<file path="src/rtl/uart_buffer_ctrl.sv">
// -----------------------------------------------------------------------------
// uart_buffer_ctrl
// TX/RX data buffering between the UART register file and the protocol
// engines. Two synchronous FIFOs, each with flush, sticky overflow/underflow
// flags and a watermark interrupt, plus an optional RX character-timeout
// detector.
//
// Optional feature macro: UART_BUF_RX_TIMEOUT_EN
//   defined   -> RX idle counter and int_rx_timeout are built
//   undefined -> int_rx_timeout tied low, rx_tmo_cycles / rx_tmo_clr ignored
//
// Ports
//   clk, rstn                 clock, async active-low reset
//   tx_flush / rx_flush       empty the FIFO (single-cycle pulse)
//   tx_we, tx_wdata           TX write side (register file)
//   tx_re, tx_rdata           TX read side (TX engine), rdata 1-cycle latency
//   rx_we, rx_wdata           RX write side (RX engine)
//   rx_re, rx_rdata           RX read side (register file)
//   tx_level / rx_level       occupancy 0..2**ADDR_WIDTH
//   tx/rx_empty, tx/rx_full   status flags
//   tx/rx_watermark           warning thresholds
//   err_clr, err_status       W1C / sticky {rx_udf, rx_ovf, tx_udf, tx_ovf}
//   rx_tmo_cycles, rx_tmo_clr RX timeout threshold (0 = off) and flag clear
//   int_*                     level interrupt status
// -----------------------------------------------------------------------------

// Single synchronous FIFO used for both directions.
// Ports: clk/rstn, flush, we/wdata, re/rdata, level/empty/full,
//        wr_acc/rd_acc (accepted ops), ovf_evt/udf_evt (error strobes).
module uart_buf_fifo #(
    parameter int DATA_WIDTH = 10,
    parameter int ADDR_WIDTH = 4
) (
    input  logic                  clk,
    input  logic                  rstn,
    input  logic                  flush,
    input  logic                  we,
    input  logic                  re,
    input  logic [DATA_WIDTH-1:0] wdata,
    output logic [DATA_WIDTH-1:0] rdata,
    output logic [ADDR_WIDTH:0]   level,
    output logic                  empty,
    output logic                  full,
    output logic                  wr_acc,
    output logic                  rd_acc,
    output logic                  ovf_evt,
    output logic                  udf_evt
);
    localparam logic [ADDR_WIDTH:0] DEPTH = {1'b1, {ADDR_WIDTH{1'b0}}};

    logic [DATA_WIDTH-1:0] mem [2**ADDR_WIDTH];
    logic [ADDR_WIDTH-1:0] wptr;
    logic [ADDR_WIDTH-1:0] rptr;

    assign empty = (level == '0);
    assign full  = (level == DEPTH);

    // Flush wins over everything and suppresses error reporting that cycle.
    assign rd_acc  = re & ~empty & ~flush;
    assign wr_acc  = we & (~full | rd_acc) & ~flush;
    assign ovf_evt = we & full & ~rd_acc & ~flush;
    assign udf_evt = re & empty & ~flush;

    // Storage is deliberately not reset; only pointers and level are.
    always_ff @(posedge clk) begin
        if (wr_acc)
            mem[wptr] <= wdata;
    end

    always_ff @(posedge clk or negedge rstn) begin
        if (!rstn) begin
            wptr  <= '0;
            rptr  <= '0;
            level <= '0;
            rdata <= '0;
        end else if (flush) begin
            wptr  <= '0;
            rptr  <= '0;
            level <= '0;
        end else begin
            if (wr_acc)
                wptr <= wptr + 1'b1;
            if (rd_acc) begin
                rptr  <= rptr + 1'b1;
                rdata <= mem[rptr];
            end
            case ({wr_acc, rd_acc})
                2'b10:   level <= level + 1'b1;
                2'b01:   level <= level - 1'b1;
                default: level <= level;
            endcase
        end
    end
endmodule

module uart_buffer_ctrl #(
    parameter int DATA_WIDTH = 10,
    parameter int ADDR_WIDTH = 4,
    parameter int TMO_WIDTH  = 16
) (
    input  logic                  clk,
    input  logic                  rstn,
    input  logic                  tx_flush,
    input  logic                  rx_flush,
    input  logic                  tx_we,
    input  logic                  rx_we,
    input  logic                  tx_re,
    input  logic                  rx_re,
    input  logic [DATA_WIDTH-1:0] tx_wdata,
    input  logic [DATA_WIDTH-1:0] rx_wdata,
    output logic [DATA_WIDTH-1:0] tx_rdata,
    output logic [DATA_WIDTH-1:0] rx_rdata,
    output logic [ADDR_WIDTH:0]   tx_level,
    output logic [ADDR_WIDTH:0]   rx_level,
    output logic                  tx_empty,
    output logic                  tx_full,
    output logic                  rx_empty,
    output logic                  rx_full,
    input  logic [ADDR_WIDTH:0]   tx_watermark,
    input  logic [ADDR_WIDTH:0]   rx_watermark,
    input  logic [3:0]            err_clr,
    output logic [3:0]            err_status,
    input  logic [TMO_WIDTH-1:0]  rx_tmo_cycles,
    input  logic                  rx_tmo_clr,
    output logic                  int_rx_noempty,
    output logic                  int_rx_warning,
    output logic                  int_tx_empty,
    output logic                  int_tx_warning,
    output logic                  int_rx_timeout
);
    logic tx_wr_acc, tx_rd_acc, tx_ovf, tx_udf;
    logic rx_wr_acc, rx_rd_acc, rx_ovf, rx_udf;

    uart_buf_fifo #(.DATA_WIDTH(DATA_WIDTH), .ADDR_WIDTH(ADDR_WIDTH)) u_tx_fifo (
        .clk     (clk),
        .rstn    (rstn),
        .flush   (tx_flush),
        .we      (tx_we),
        .re      (tx_re),
        .wdata   (tx_wdata),
        .rdata   (tx_rdata),
        .level   (tx_level),
        .empty   (tx_empty),
        .full    (tx_full),
        .wr_acc  (tx_wr_acc),
        .rd_acc  (tx_rd_acc),
        .ovf_evt (tx_ovf),
        .udf_evt (tx_udf)
    );

    uart_buf_fifo #(.DATA_WIDTH(DATA_WIDTH), .ADDR_WIDTH(ADDR_WIDTH)) u_rx_fifo (
        .clk     (clk),
        .rstn    (rstn),
        .flush   (rx_flush),
        .we      (rx_we),
        .re      (rx_re),
        .wdata   (rx_wdata),
        .rdata   (rx_rdata),
        .level   (rx_level),
        .empty   (rx_empty),
        .full    (rx_full),
        .wr_acc  (rx_wr_acc),
        .rd_acc  (rx_rd_acc),
        .ovf_evt (rx_ovf),
        .udf_evt (rx_udf)
    );

    // Sticky errors: a new event in the same cycle as a clear keeps the bit set.
    always_ff @(posedge clk or negedge rstn) begin
        if (!rstn)
            err_status <= '0;
        else
            err_status <= (err_status & ~err_clr) | {rx_udf, rx_ovf, tx_udf, tx_ovf};
    end

    assign int_rx_noempty = ~rx_empty;
    assign int_tx_empty   = tx_empty;
    assign int_rx_warning = (rx_level >= rx_watermark);
    // TX warning is a refill request, hence the opposite comparison.
    assign int_tx_warning = (tx_level <= tx_watermark);

`ifdef UART_BUF_RX_TIMEOUT_EN
    logic [TMO_WIDTH-1:0] idle_cnt;
    logic [TMO_WIDTH-1:0] idle_nxt;
    logic                 cnt_clr;
    logic                 tmo_set;
    logic                 tmo_clr;
    logic                 tmo_flag;

    assign cnt_clr = rx_empty | rx_wr_acc | rx_rd_acc | rx_flush | (rx_tmo_cycles == '0);

    always_comb begin
        idle_nxt = idle_cnt;
        if (cnt_clr)
            idle_nxt = '0;
        else if (idle_cnt != '1)
            idle_nxt = idle_cnt + 1'b1;
    end

    // Compare against the next count so the flag rises exactly N edges after
    // the last clearing event rather than N+1.
    assign tmo_set = ~cnt_clr & (idle_nxt == rx_tmo_cycles);
    assign tmo_clr = rx_tmo_clr | rx_rd_acc | rx_flush;

    always_ff @(posedge clk or negedge rstn) begin
        if (!rstn) begin
            idle_cnt <= '0;
            tmo_flag <= 1'b0;
        end else begin
            idle_cnt <= idle_nxt;
            if (tmo_clr)
                tmo_flag <= 1'b0;
            else if (tmo_set)
                tmo_flag <= 1'b1;
        end
    end

    assign int_rx_timeout = tmo_flag;

    logic unused_acc;
    assign unused_acc = tx_wr_acc ^ tx_rd_acc;
`else
    assign int_rx_timeout = 1'b0;

    logic unused_tmo;
    assign unused_tmo = ^{rx_tmo_cycles, rx_tmo_clr, rx_wr_acc, rx_rd_acc, tx_wr_acc, tx_rd_acc};
`endif
endmodule

</file>
<file path="config.mk">
export PLATFORM = sky130hd
export DESIGN_NAME = uart_buffer_ctrl
export DESIGN_NICKNAME = d
export VERILOG_FILES = /design/src/rtl/uart_buffer_ctrl.sv
export SDC_FILE = /design/constraint.sdc
export NUM_CORES = 1
export LEC_CHECK = 0
export ABC_AREA = 1
export BUFFER_PORTS_ARGS = -buffer_cell sky130_fd_sc_hd__buf_2
export CORE_MARGIN = 5
export CORE_UTILIZATION = 37
export CTS_CLUSTER_SIZE = 24
export DETAILED_ROUTE_END_ITERATION = 8
export MAX_ROUTING_LAYER = met4
export PLACE_DENSITY = 0.57
export SYNTH_ARGS = -nofsm -noshare
export SYNTH_HDL_FRONTEND = slang
export SYNTH_SLANG_ARGS = --single-unit
</file>
<file path="constraint.sdc">
create_clock -name clk -period 1.7 [get_ports clk]
set_input_delay 0.34 -clock clk [delete_from_list [all_inputs] [get_ports clk]]
set_output_delay 0.34 -clock clk [all_outputs]
set_load 0.02 [all_outputs]
</file>
==> metrics.md, run 1 <==
| Metric | Value |
|---|---|
| Status | `complete, but fails checks` |
| Violated checks | `negative setup slack` |
| Die ar. | `0.0458 mm2` |
| HP Start | `rx_we` |
| Yosys warning count | `0` |
| Slew headroom | `0.639` |
| Reg2reg start | `u_tx_fifo.level[1]$_DFFE_PN0P_` |
| Met2 GRT Util | `0.260` |
| FILL cells | `3519` |
| Cells taking the most area after synthesis | `edfxtp_1, dfrtp_1, nor2_1, o21ai_0, o211ai_1` |
| DR vias | `10600` |
| Yosys cell types | `38` |
| RSZ-0062 raised after global routing | `true` |
| Max Fclk | `447 MHz` |
| Initial Utilization | `0.375` |
| CTS tree | `yes` |
| Sequential share of power | `0.399` |
| Max Root-Sink Buffers | `3` |
| RD Place Congestion | `0.794` |
| Worst slew pin tran | `0.541 ns` |
| Max H-tree Level | `2` |
| First-pass GRT wire length | `57700 um` |
| CP endpoint kind | `output pin` |
| Sequential share of the synthesized area | `0.706` |
| Hold depth | `3` |
| Chip height | `214 um` |
| Clock transition at the registers of the reported paths | `0.06 ns` |
| Post-synth top area cell | `edfxtp_1` |
| Clock Latency Late Sink | `0.56 ns` |
| Combinational Power Share | `0.282` |
| Pleak | `7.17 nW` |
| Row count | `74` |
| Cell count after synthesis | `1264` |
| Clk_skew | `0.0262 ns` |
| Vias in the first global route | `10300` |
| Nets | `1562` |
| Final Setup Violations | `344` |
| Setup_tns | `-51.70 ns` |
| IO Count | `102` |
| N_diodes | `0` |
| Die W | `214 um` |
| Fin. Hold Viols | `0` |
| Total power | `0.0267 W` |
| Switch share | `0.315` |
| Worst R2R Setup Slack | `-0.23 ns` |
| VDD IR max | `0.600 mV` |
| Pwr per Cell Area | `1330 mW/mm2` |
| CP required | `1.36 ns` |
| Global Route met1 Usage | `0.212` |
| Num CTS Buffers | `41` |
| Share of layout cells above drive strength 1 | `0.283` |
| CORE AREA | `0.0410 mm2` |
| Routed length per placed instance | `18.9 um` |
| Worst-path fanout max | `2` |
| I/O Buffers | `83` |
| EDFF count, synth | `320` |
| Yosys reg bits | `370` |
| Reg2reg end | `u_tx_fifo.mem[14][3]$_DFFE_PP_` |
| Initial antenna violation count | `0` |
| CTS root buffer | `clkbuf_16` |
| Sink Count | `370` |
| Clock Power Share | `0.319` |
| P_sw | `0.00841 W` |
| Via density | `5.17` |
| WHS | `0.137 ns` |
| Post-synthesis async set-or-reset flop share | `0.135` |
| Path depth of the worst reg2reg path | `10` |
| Top cell type's share of synthesized area | `0.624` |
| Most used routing layer | `met2` |
| Max Cap Viol | `0` |
| Max-slew violation count | `0` |
| Critical path arrival | `1.90 ns` |
| Syn Area/Cell | `12.2 um2` |
| GRT overflow | `0` |
| Internal cell power | `0.0183 W` |
| Pre-antenna DRT Iters | `5` |
| Final setup margin | `-0.538 ns` |
| Iteration-0 DRC Markers | `783` |
| Post-layout util | `0.490` |
| Post-synth top flop | `edfxtp_1` |
| Syn_nets | `1347` |
| Crit start category | `flip-flop` |
| Hold WC Path Type | `input pin to flip-flop` |
| Period utilization | `1.32` |
| Routed wire length | `38700 um` |
| End of the worst hold path | `err_status[2]$_DFF_PN0_` |
| Tot GR Track Use | `0.161` |
| Synth Cell Area | `0.0154 mm2` |
| WS Path Type | `flip-flop to output pin` |
| Post-route ant nets | `0` |
| Post-layout min period | `2.24 ns` |
| Area added between synthesis and finish | `30.5%` |
| Residual DRC | `0` |
| Final HPWL DP | `22300 um` |
| Largest net degree at the start of global routing | `51` |
| Met3 Use GR | `0.0271` |
-- state kept, by name (all words and copies together) (netlist names) --
name / cells
err_status: 4
u_tx_fifo.level: 5
u_tx_fifo.wptr: 4
u_tx_fifo.mem: 160
u_rx_fifo.mem: 160
u_rx_fifo.level: 5
u_tx_fifo.rdata: 10
u_rx_fifo.rdata: 10
u_rx_fifo.wptr: 4
u_rx_fifo.rptr: 4
u_tx_fifo.rptr: 4
-- routing by layer --
| metal | part of all wire | wire (um) |
|---|---|---|
| met4 | 0.020 | 779 |
| met5 | 0 | 0 |
| met2 | 0.47 | 18300 |
| met3 | 0.052 | 2020 |
| met1 | 0.45 | 17500 |
-- power groups by stage --
stage               Combinational (W)  Sequential, W  Clock (W)
global route                  0.00825         0.0107    0.00908
global placement              0.00638         0.0108          0
detailed placement            0.00645         0.0108          0
CTS                           0.00713         0.0106    0.00871
floorplan                     0.00367         0.0112          0
finish                        0.00753         0.0107    0.00852
-- worst max path at each step --
stage	startpoint	end	slack, ns	cells past startpoint
finish	u_tx_fifo.level[2]$_DFFE_PN0P_	int_tx_warning	-0.54	6
global route	u_tx_fifo.level[3]$_DFFE_PN0P_	int_tx_warning	-0.63	6
CTS	u_rx_fifo.level[0]$_DFFE_PN0P_	int_rx_warning	-0.60	9
detailed placement	u_tx_fifo.level[3]$_DFFE_PN0P_	u_tx_fifo.level[4]$_DFFE_PN0P_	-0.09	13
global placement	rx_flush	u_rx_fifo.mem[0][0]$_DFFE_PP_	-0.05	8
floorplan	u_tx_fifo.level[1]$_DFFE_PN0P_	u_tx_fifo.mem[12][0]$_DFFE_PP_	-0.16	6
-- final cells by class --
class | count | area, um2 | area share
flip-flops and latches | 370 | 10900 | 0.541
multi-input cells | 762 | 4640 | 0.231
repair buffers | 241 | 2360 | 0.117
clock buffers | 59 | 1170 | 0.0585
well taps | 532 | 666 | 0.0331
inverters | 63 | 246 | 0.0123
clock inverters | 16 | 125 | 0.00623
-- per-stage QoR --
step,cell area [um2],setup slack (ns),instances
global placement,17500,-0.0546,1916
detailed placement,17500,-0.0945,1916
floorplan,15600,-0.159,1264
global route,20100,-0.633,2043
finish,20100,-0.538,2043
CTS,19400,-0.603,2024
-- repair_timing --
action                                 CTS  global route
buffers inserted                        26            10
cloned                                   2            18
setup endpoints to repair               89           373
pin swaps                               18            39
endpoints found under the hold margin   54             0
hold buffers                             5             0
gates resized for setup                 68           168
-- critical path: stages (launching register included) --
cell and delay [ns]:
dfrtp_2 0.41, buf_6 0.13, ha_4 0.25, nand4_1 0.14
buf_4 0.17, o21ai_2 0.12, buf_6 0.13
-- cells in the mapped netlist, types with 5 or more instances --
library cell and n:
a21oi_1 9, dfrtp_1 50, nor2_4 5, a31oi_1 21, nor2_1 269, nand2_1 77, ha_1 24, o211ai_1 62
clkbuf_1 40, o22ai_1 17, o221ai_1 19, nand2_4 5, buf_2 26, edfxtp_1 320, inv_1 58, nand3_1 22
nand4_1 5, o21ai_0 196
-- cell usage in the layout (no fill, tap or decap), types with 6 or more instances in the layout --
cell type,Yosys,final
buf_6,0,63
clkbuf_16,0,45
clkinv_1,1,6
nand2_8,0,6
nand2_2,1,8
nor2_1,269,229
a31oi_1,21,19
ha_4,0,6
o221ai_1,19,18
dfrtp_2,0,12
nand2_4,5,10
clkbuf_8,0,6
edfxtp_1,320,320
buf_2,26,71
clkbuf_1,40,11
nand2_1,77,59
buf_12,0,30
nor2_2,4,6
o211ai_1,62,62
a21oi_1,9,7
dfrtp_1,50,38
buf_4,2,64
nand3_1,22,16
inv_1,58,45
o21ai_1,2,8
o22ai_1,17,17
inv_2,4,13
o21ai_0,196,188
ha_1,24,16
nor2_4,5,43
-- kinds of logic after synthesis --
group / count (synthesis) / share of synthesized area
other: 1 / 0.000244
and+or+nand+nor: 398 / 0.109
adders and majority gates: 24 / 0.0195
AOI/OAI and AO/OA: 334 / 0.128
buffers and inverters: 132 / 0.0348
DFF: 370 / 0.706
xor gates and xnor gates: 5 / 0.00285
(Power assumes the default switching activity.)
==> run 2, diff against run 1 <==
--- a/config.mk
+++ b/config.mk
@@ -16,3 +16,4 @@
 export SYNTH_ARGS = -nofsm -noshare
 export SYNTH_HDL_FRONTEND = slang
 export SYNTH_SLANG_ARGS = --single-unit
+export TNS_END_PERCENT = 30
==> run 2 against run 1 <==
Effect of this change:
- the run still ends with negative setup slack left
- first-iteration DRC count decreased by 11%
- die area did not move
- global-route usage rose by 0.54 points
- final cell count fell by 0.39%
- critical endpoint is now int_rx_warning
- highest routed layer unchanged
==> metrics.md, run 2 (synthesis results as in run 1) <==
| Metric | Value |
|---|---|
| Sink Count | `370 (unchanged)` |
| Max Fclk | `448 MHz (+0.28%)` |
| CP required | `1.36 ns (about the same)` |
| Max Root-Sink Buffers | `3 (unchanged)` |
| CP endpoint kind | `output pin` |
| Initial Utilization | `0.375 (unchanged)` |
| Routed wire length | `38500 um (-0.36%)` |
| Regs by FF count | `u_rx_fifo.mem: 160 flops, u_tx_fifo.mem: 160 flops` |
| Crit start category | `flip-flop` |
| Max Cap Viol | `0 (unchanged)` |
| DR vias | `10500 (-0.45%)` |
| Max-slew violation count | `0 (unchanged)` |
| Tot GR Track Use | `0.166 (+0.00537)` |
| Clock Latency Late Sink | `0.56 ns (about the same)` |
| Hold WC Path Type | `input pin to flip-flop` |
| Residual DRC | `0 (unchanged)` |
| Setup_tns | `-74.42 ns (-22.72 ns)` |
| Dpl cells | `1917 (+0.052%)` |
| RSZ-0062 raised after global routing | `true` |
| Clock transition at the registers of the reported paths | `0.06 ns (about the same)` |
| GRT overflow | `0 (unchanged)` |
| Row count | `74 (unchanged)` |
| Post-Layout Cell Count | `2035 (-0.39%)` |
| Final Setup Violations | `337 (-2.0%)` |
| First-pass GRT wire length | `59200 um (+2.5%)` |
| Die W | `214 um (unchanged)` |
| Critical path arrival | `1.89 ns (about the same)` |
| Via density | `5.16 (about the same)` |
| CTS root buffer | `clkbuf_16` |
| CTS tree | `yes` |
| Final HPWL DP | `23200 um (+4.1%)` |
| Status | `complete, but fails checks` |
| N_diodes | `0 (unchanged)` |
| Most common cell after layout, fill and taps aside | `edfxtp_1` |
| Violated checks | `negative setup slack` |
| Largest net degree at the start of global routing | `51 (unchanged)` |
| Worst slew pin tran | `0.596 ns (+0.0546 ns)` |
| Routed length per placed instance | `18.9 um (about the same)` |
| Worst-path fanout max | `2 (unchanged)` |
| Area added between synthesis and finish | `28.3%` |
| VDD IR max | `0.648 mV (+8.1%)` |
| I/O Buffers | `83 (unchanged)` |
| RD Place Congestion | `0.795 (+0.21%)` |
| Num CTS Buffers | `42 (+2.4%)` |
| Iteration-0 DRC Markers | `700 (-11%)` |
| IO Count | `102 (unchanged)` |
| Slew headroom | `0.602 (-0.0365)` |
| Nets | `1552 (-0.64%)` |
| Pre-antenna DRT Iters | `7 (+2)` |
| Vias in the first global route | `10400 (+0.51%)` |
| Period utilization | `1.31 (-0.00363)` |
| Initial antenna violation count | `0 (unchanged)` |
| Post-layout min period | `2.23 ns (-0.00618 ns)` |
| CORE AREA | `0.0410 mm2 (unchanged)` |
| Pleak | `7.09 nW (-1.1%)` |
| Post-route ant nets | `0 (unchanged)` |
| Share of layout cells above drive strength 1 | `0.275 (-0.00781)` |
| Fin. Hold Viols | `0 (unchanged)` |
| WS Path Type | `flip-flop to output pin` |
| Pwr per Cell Area | `1360 mW/mm2 (+1.9%)` |
| Clk_skew | `0.0192 ns (-0.00704 ns)` |
| Chip height | `214 um (unchanged)` |
| Most frequent cells in the layout | `edfxtp_1, nor2_1, o21ai_0` |
| Max H-tree Level | `2 (unchanged)` |
| Post-place setup slack | `-0.129 ns (-0.0340 ns)` |
| Final setup margin | `-0.532 ns (+0.00618 ns)` |
| Die ar. | `0.0458 mm2 (unchanged)` |
-- run 2: worst paths after layout --
path                                                 from                              to  slack [ns]  depth (start not counted)
hold reg to reg                   err_status[2]$_DFF_PN0_         err_status[2]$_DFF_PN0_        0.55                          2
hold / removal                                   tx_flush         err_status[0]$_DFF_PN0_        0.14                          4
max in group asynchronous                            rstn   u_tx_fifo.rptr[0]$_DFFE_PN0P_        1.03                          3
setup / recovery           u_rx_fifo.level[0]$_DFFE_PN0P_                  int_rx_warning       -0.53                          9
min in group asynchronous                            rstn   u_rx_fifo.rptr[1]$_DFFE_PN0P_        0.35                          3
setup reg to reg           u_tx_fifo.level[4]$_DFFE_PN0P_  u_tx_fifo.mem[13][2]$_DFFE_PP_       -0.32                         10
-- run 2: metal layers --
| layer | track usage | routed length [um] | vias to the layer above |
|---|---|---|---|
| met1 | 0.219 | 17000 | 5199 |
| met4 | 0.0423 | 767 | 0 |
| met3 | 0.0298 | 2000 | 54 |
| li1 | - | - | 5006 |
| met2 | 0.270 | 18700 | 249 |
| met5 | - | 0 | - |
-- run 2: repair_timing --
action                     4_1_cts  5_1_grt
pin swaps                       17       30
setup buffers                   11       13
hold buffers                     5        0
setup endpoints to repair      203      362
hold endpoints to repair        54        0
gates resized for setup         86       94
cloned                           5        6
-- run 2: worst max-delay path: stages (launching register included) --
cell	delay [ns]
dfrtp_2	0.41
inv_2	0.06
ha_4	0.19
inv_2	0.04
nand2_2	0.05
a21oi_2	0.12
o21bai_1	0.08
a21oi_1	0.15
o21bai_1	0.08
buf_4	0.15
-- run 2: cell type report --
class | count | area, um2
clock buffers | 54 | 1160
clock inverters | 24 | 191
fillers | 3657 | 21300
inverters | 63 | 241
multi-input cells | 762 | 4490
flip-flops and latches | 370 | 10900
well taps | 532 | 666
repair buffers | 230 | 2120
-- run 2: where the power goes --
group          internal [W]  switching (W)
logic               0.00290        0.00442
registers            0.0103       0.000338
clock network       0.00513        0.00363
total                0.0184        0.00839
-- run 2: stage by stage --
| step | hold WS [ns] | total power (W) | instance area, um2 | utilization |
|---|---|---|---|---|
| after floorplan | 0.0444 | 0.0148 | 15500 | - |
| after global placement | 0.386 | 0.0172 | 17500 | 0.426 |
| after detailed placement | 0.390 | 0.0173 | 17500 | 0.426 |
| after CTS | 0.111 | 0.0266 | 19300 | 0.470 |
| after global routing | 0.122 | 0.0282 | 19700 | 0.481 |
| final | 0.141 | 0.0267 | 19700 | 0.481 |
